File: config.mk
export PLATFORM = sky130hd
export DESIGN_NAME = mdu_ctrl
export DESIGN_NICKNAME = d
export VERILOG_FILES = /design/src/rtl/mdu_ctrl.sv
export SDC_FILE = /design/constraint.sdc
export NUM_CORES = 1
export LEC_CHECK = 0
export ABC_AREA = 0
export CAP_MARGIN = 20
export CORE_MARGIN = 3
export CORE_UTILIZATION = 57
export DETAILED_ROUTE_END_ITERATION = 10
export GPL_ROUTABILITY_DRIVEN = 0
export GPL_TIMING_DRIVEN = 1
export PLACE_DENSITY = 0.77
export SYNTH_ARGS = -nofsm -noshare
export SYNTH_HDL_FRONTEND = slang
export SYNTH_SLANG_ARGS = --single-unit
File: constraint.sdc
create_clock -name clk -period 3.45 [get_ports clk]
set_clock_uncertainty 0.1 [all_clocks]
set_input_delay 0.69 -clock clk [delete_from_list [all_inputs] [get_ports clk]]
set_output_delay 0.69 -clock clk [all_outputs]
set_load 0.005 [all_outputs]
File: src/rtl/mdu_ctrl.sv
// mdu_ctrl: iterative 32-bit multiply/divide unit with HI/LO registers and fixed 33-cycle latency.
// Build macro MDU_DIV_EN enables DIV/DIVU; without it those opcodes are no-ops and no divider exists.
//
// state  | meaning
// S_IDLE | waiting for start; MTHI/MTLO write hi/lo directly
// S_CALC | one radix-2 step per cycle on operand magnitudes, ITER cycles
// S_FIX  | sign correction, hi/lo written at the closing edge, done follows

module mdu_ctrl (
   input  logic        clk,
   input  logic        reset,
   input  logic        start,
   input  logic [2:0]  op,
   input  logic [31:0] A,
   input  logic [31:0] B,
   output logic        busy,
   output logic        done,
   output logic [31:0] hi,
   output logic [31:0] lo
);

   localparam int ITER = 32;
   localparam logic [4:0] LAST = 5'(ITER - 1);

   typedef enum logic [1:0] {S_IDLE, S_CALC, S_FIX} state_t;
   state_t state, state_nx;

   logic [4:0]  cnt;
   logic [31:0] opb;
   logic [31:0] acc_hi, acc_lo;
   logic        neg_q;
   logic        is_mul, is_div, accept, sgn;
   logic [31:0] mag_a, mag_b;
   logic [32:0] sum;
   logic [31:0] step_hi, step_lo;
   logic [63:0] prod, prod_fix;
   logic [31:0] fix_hi, fix_lo;
`ifdef MDU_DIV_EN
   logic        op_div, neg_r, dz;
   logic [32:0] shl, diff;
`endif

   always_comb begin
      is_mul = start && (op[2:1] == 2'b00);
`ifdef MDU_DIV_EN
      is_div = start && (op[2:1] == 2'b01);
`else
      is_div = 1'b0;
`endif
      accept = (state == S_IDLE) && (is_mul || is_div);
      sgn    = ~op[0];
      mag_a  = (sgn && A[31]) ? -A : A;
      mag_b  = (sgn && B[31]) ? -B : B;
   end

   // state register
   always_ff @(posedge clk) begin
      if (reset) state <= S_IDLE;
      else       state <= state_nx;
   end

   // next-state logic
   always_comb begin
      state_nx = state;
      case (state)
         S_IDLE:  if (accept) state_nx = S_CALC;
         S_CALC:  if (cnt == LAST) state_nx = S_FIX;
         S_FIX:   state_nx = S_IDLE;
         default: state_nx = S_IDLE;
      endcase
   end

   // outputs
   always_comb busy = (state != S_IDLE);

   // One iteration: multiply shifts the product right through acc_lo,
   // divide shifts the dividend left out of acc_lo into the remainder.
   always_comb begin
      sum     = {1'b0, acc_hi} + (acc_lo[0] ? {1'b0, opb} : 33'd0);
      step_hi = sum[32:1];
      step_lo = {sum[0], acc_lo[31:1]};
`ifdef MDU_DIV_EN
      shl  = {acc_hi, acc_lo[31]};
      diff = shl - {1'b0, opb};
      if (op_div) begin
         if (shl >= {1'b0, opb}) begin
            step_hi = diff[31:0];
            step_lo = {acc_lo[30:0], 1'b1};
         end else begin
            step_hi = shl[31:0];
            step_lo = {acc_lo[30:0], 1'b0};
         end
      end
`endif
   end

   always_comb begin
      prod     = {acc_hi, acc_lo};
      prod_fix = neg_q ? -prod : prod;
      fix_hi   = prod_fix[63:32];
      fix_lo   = prod_fix[31:0];
`ifdef MDU_DIV_EN
      // divide by zero leaves |A| as remainder, so only the quotient needs overriding
      if (op_div) begin
         fix_hi = neg_r ? -acc_hi : acc_hi;
         fix_lo = dz ? 32'hFFFF_FFFF : (neg_q ? -acc_lo : acc_lo);
      end
`endif
   end

   always_ff @(posedge clk) begin
      if (reset) begin
         cnt    <= '0;
         opb    <= '0;
         acc_hi <= '0;
         acc_lo <= '0;
         neg_q  <= 1'b0;
         hi     <= '0;
         lo     <= '0;
         done   <= 1'b0;
`ifdef MDU_DIV_EN
         op_div <= 1'b0;
         neg_r  <= 1'b0;
         dz     <= 1'b0;
`endif
      end else begin
         done <= (state == S_FIX);
         case (state)
            S_IDLE: begin
               if (accept) begin
                  cnt    <= '0;
                  acc_hi <= '0;
                  neg_q  <= sgn && (A[31] ^ B[31]);
                  opb    <= is_div ? mag_b : mag_a;
                  acc_lo <= is_div ? mag_a : mag_b;
`ifdef MDU_DIV_EN
                  op_div <= is_div;
                  neg_r  <= sgn && A[31];
                  dz     <= (B == 32'd0);
`endif
               end else if (start && op == 3'b100) begin
                  hi <= A;
               end else if (start && op == 3'b101) begin
                  lo <= A;
               end
            end
            S_CALC: begin
               cnt    <= cnt + 5'd1;
               acc_hi <= step_hi;
               acc_lo <= step_lo;
            end
            S_FIX: begin
               hi <= fix_hi;
               lo <= fix_lo;
            end
            default: ;
         endcase
      end
   end

endmodule

**Yosys cells after proc, flatten, opt, wreduce, memory -nomap -nowiden**

Index checks and enable logic that the tools add are counted.

- Flip-flop bits (word level): 169
- Output and inout bits: 66

- Add/sub/neg operators: 5
- Equal/unequal tests: 11
- Reductions and logical operators: 17
- Bitwise operators: 2
- Mux-type cells: 20

Operator list:

| cell | number |
|---|---|
| $mux 32 | 10 |
| $pmux 32 s2 | 4 |
| $mux 64 | 1 |
| $neg 32->32 | 2 |
| $neg 64->64 | 1 |
| $add 32x32->33 | 1 |
| $pmux 5 s2 | 1 |
| $ne 2x2->1 const B | 4 |
| $logic_and 1x1->1 | 7 |
| $eq 3x3->1 const B | 2 |
| $reduce_and 2->1 | 3 |
| $reduce_bool 2->1 | 3 |
| $add 5x1->5 const B | 1 |
| $eq 5x5->1 const B | 1 |
| $mux 5 | 1 |
| $logic_not 2->1 | 2 |
| $mux 2 | 2 |
| $ne 2x1->1 const B | 2 |
| $pmux 2 s2 | 1 |
| $reduce_and 4->1 | 1 |
| $reduce_and 3->1 | 1 |
| $eq 2x1->1 const B | 1 |
| $eq 2x2->1 const B | 1 |
| $not 1->1 | 1 |
| $xor 1x1->1 | 1 |

**Depth between registers and ports, before layout**

- Depth after elaboration: 6
- Depth in mapped cells: 13
- Depth with buffers taken out: 11

**Worst setup path before layout**

Ideal clock, no wire load.

- Path type: register to register
- Start: reg acc_lo[0]
- End: reg acc_hi[31]
- Path buffers: 3
- Slack: 0.522 ns
- Data required time: 3.233 ns
- Cell stages (with the launch flop): 13
- Clock period less this slack: 2.928 ns
- Data arrival time: 2.711 ns
- Cell sequence: dfxtp_1 -> clkbuf_1 -> clkbuf_1 -> and2_1 -> ha_1 -> clkbuf_1 -> a21oi_1 -> nand2_1 -> a221o_1 -> a311o_1 -> nor2_1 -> o21ai_0 -> a22o_1

- Word-level cells in the longest chain between the ends: 3

RTL lines:

| item | RTL line | RTL |
|---|---|---|
| from (decl) | 30 | `logic [31:0] acc_hi, acc_lo;` |
| from (signal assigned) | 135 | `acc_lo <= is_div ? mag_a : mag_b;` |
| from (signal assigned) | 150 | `acc_lo <= step_lo;` |
| $mux 32 | 79 | `sum = {1'b0, acc_hi} + (acc_lo[0] ? {1'b0, opb} : 33'd0);` |
| $add 32x32->33 | 79 |  |
| $pmux 32 s2 | 128 | `case (state)` |
| to (signal assigned) | 149 | `acc_hi <= step_hi;` |
| to (decl) | 30 |  |

Every way passes these cells.
A chain may end at the register's enable or synchronous reset.

**Final worst setup path**

- Start: reg acc_lo[0]
- End: reg acc_hi[30]

The elaborated chain is that of the path after synthesis.

==> results.cfg <==
[worst_setup_path]
start_kind = flop
crit_required_ps = 3680
critPathMaxFanout = 26
worst_path_max_delay_cell = a2111oi_1
critPathKind = flop to flop
cp_cell_sequence = buf_4, and2_1, ha_1, nand4_1, nor3_1, o2111ai_1, a2111oi_1, o21ai_0, a32o_1
cp_slowest_stage_delay_ps = 540
cp-end-kind = flop
critical_path_arrival_ps = 3430

[cells_and_area]
syn_to_final_growth_pct = 20.9
fin_area_sq_mm = 0.0137
seqCellArea_sq_mm = 0.00338
nets = 1715
fillers = 1555
final_common_cell = dfxtp_1
final_layout_size_suffix_gt1_share_pct = 8.02
layout_common_cells = dfxtp_1 (168), nand2_1 (159), nor2_1 (157)
multi_input_area_sq_mm = 0.00743
antenna_cells = 0

[synth]
yosys.area.top_type = dfxtp_1
synthFlopType = dfxtp_1
synth.yosys.seq_area_share_pct = 29.9
yosys_warnings = 0
synth-seq-cells = 169
avgSynthCellArea_sq_um = 7.55
synth_area_sq_mm = 0.0113
synth_edf_count = 0
syn_inst = 1497
ys_top_cells_by_area = dfxtp_1 (30%), a21oi_1 (5.6%), nand2_1 (5.3%)
async_flop_share_pct = 0
syn_nets = 1605
netlist.area_leader.share_pct = 29.9
synth_cell_types = 78

[place]
place_area_sq_mm = 0.0131
dp_hpwl_mm = 29.5
port_buffers = 135
post-place-ws_ps = 49.0

[cts]
clock_sink_count = 169
h-tree-depth = 4
cts_inserted_buffers = 17
cts_root_buffer = clkbuf_16
postCtsSetupRepairBufs = 0
cts_tree = yes
clockBufferDepth = 2
clock_latency_ps = 440
path_clk_slew_ps = 80

[sta]
maxSlewHeadroom_pct = 32.8
post-route-worst-setup-slack_ps = 253
drv_slew = 0
timing.final.hold_violations = 0
fmax_ghz = 0.313
setup_viol = 0
fin_crit_sh_pct = 92.7
worst_pin_slew_ps = 1000
tns_ps = 0
layout_min_cycle_time_ps = 3200
rsz0062_at_grt = false

[detailed_routing]
vias = 12315
antenna_left = 0
dr.pass1.iters = 6
post-route-drc-count = 0
finalWirelength_mm = 39.5
wire_per_inst_um = 21.0
drtIter0Drc = 1490
vias_per_cell = 6.55

[floorplan]
core_sq_mm = 0.0191
pin_count = 136
dieHeight_um = 147
row_count = 50
start_util_pct = 59.3
die_area_sq_mm = 0.0216
die_w_um = 147

[grt]
grt_remaining_overflow = 0
grt_pass1_wl_mm = 60.7
grt-busiest-layer = met2
antenna_found_initial = 0
grtUsageMet2_pct = 56.2
grt_pass1_vias = 11095
gr-usage-met1_pct = 47.0
met3_usage_pct = 5.34
grt_max_degree = 80
grt_usage_pct = 35.0

[flow_run]
timing.max_cap.violations = 0

[min_path]
holdCritPathClass = flop to flop

[power]
powerDensity_mw_per_mm2 = 352
power.total_w = 0.00481
peakVddDrop_mv = 0.322
p_leak_nw = 4.93

[run_status]
status = finished, final reports clean
==> logic make-up after synthesis <==
group	count (synthesis)	share of synthesized area, %
compound gates	453	26.1
xor+xnor	125	9.68
fa+ha+maj	38	4.27
buf+inv	132	4.66
flops	169	29.9
mux	5	0.443
simple gates	575	24.9
==> critical path: cells and delay by family (launching register included) <==
kind                     cells  cell delay (ps)
AO/OA/AOI/OAI                4             1220
AND/OR/NAND/NOR              3              720
flip-flops                   1              500
buffers and inverters        1              290
adder cells (fa/ha/maj)      1              250
==> repair_timing <==
action,CTS,global route
resized for setup,0,1
endpoints found under the setup margin,0,1
hold buffers,0,0
==> state kept, by name, indices dropped and copies added (netlist names) <==
| signal | cells |
|---|---|
| acc_hi | 32 |
| acc_lo | 32 |
| cnt | 5 |
| done | 1 |
| hi | 32 |
| lo | 32 |
| neg_q | 1 |
| opb | 32 |
| state | 2 |
==> layout make-up <==
| class | count | share of cell area (%) |
|---|---|---|
| Multi-Input combinational cell | 1196 | 54.3 |
| Clock buffer | 18 | 3.21 |
| Tap cell | 260 | 2.38 |
| Timing Repair Buffer | 201 | 13.8 |
| Clock inverter | 14 | 0.943 |
| Inverter | 22 | 0.604 |
| Sequential cell | 169 | 24.8 |
==> through the flow <==
step,hold WS (ps),instances,util (%)
5_1_grt,384,1880,71.6
3_5_place_dp,340,1847,68.6
2_1_floorplan,327,1497,-
3_3_place_gp,339,1847,68.6
6_report,351,1880,71.6
4_1_cts,351,1879,71.6
==> path summary, 6_finish.rpt <==
check	from	endpoint	slack, ps	depth (start not counted)
setup reg to reg	acc_lo[0]	acc_hi[30]	250	9
setup / recovery	acc_lo[0]	acc_hi[30]	250	9
hold / removal	opb[5]	opb[5]	350	2
hold reg to reg	opb[5]	opb[5]	350	2
==> where the power goes <==
part / switching (W) / internal, W
Clock: 0.000928 / 0.000978
Combinational: 0.000495 / 0.000338
Sequential: 0.0000688 / 0.00200
==> synth_stat cells, types with 14 or more instances <==
cell / count
xor2_1: 59
nor3_1: 36
ha_1: 37
and2_1: 35
o31ai_1: 16
or3_1: 24
nand3_1: 47
clkbuf_1: 95
xnor2_1: 66
nand2b_1: 16
nor4_1: 16
or4_1: 14
a31oi_1: 18
o21ai_0: 83
o41ai_1: 16
nand4_1: 14
a22oi_1: 35
o22ai_1: 24
nand2_1: 159
inv_1: 22
a211oi_1: 44
a21oi_1: 126
dfxtp_1: 169
nor2_1: 158
==> per-layer routing <==
layer | vias to the layer above | routed length, um
li1 | 5690 | -
met1 | 5649 | 15600
met2 | 820 | 17600
met3 | 156 | 4340
met4 | 0 | 1910
met5 | - | 0
Note: power is estimated with default switching activity, not from simulation.
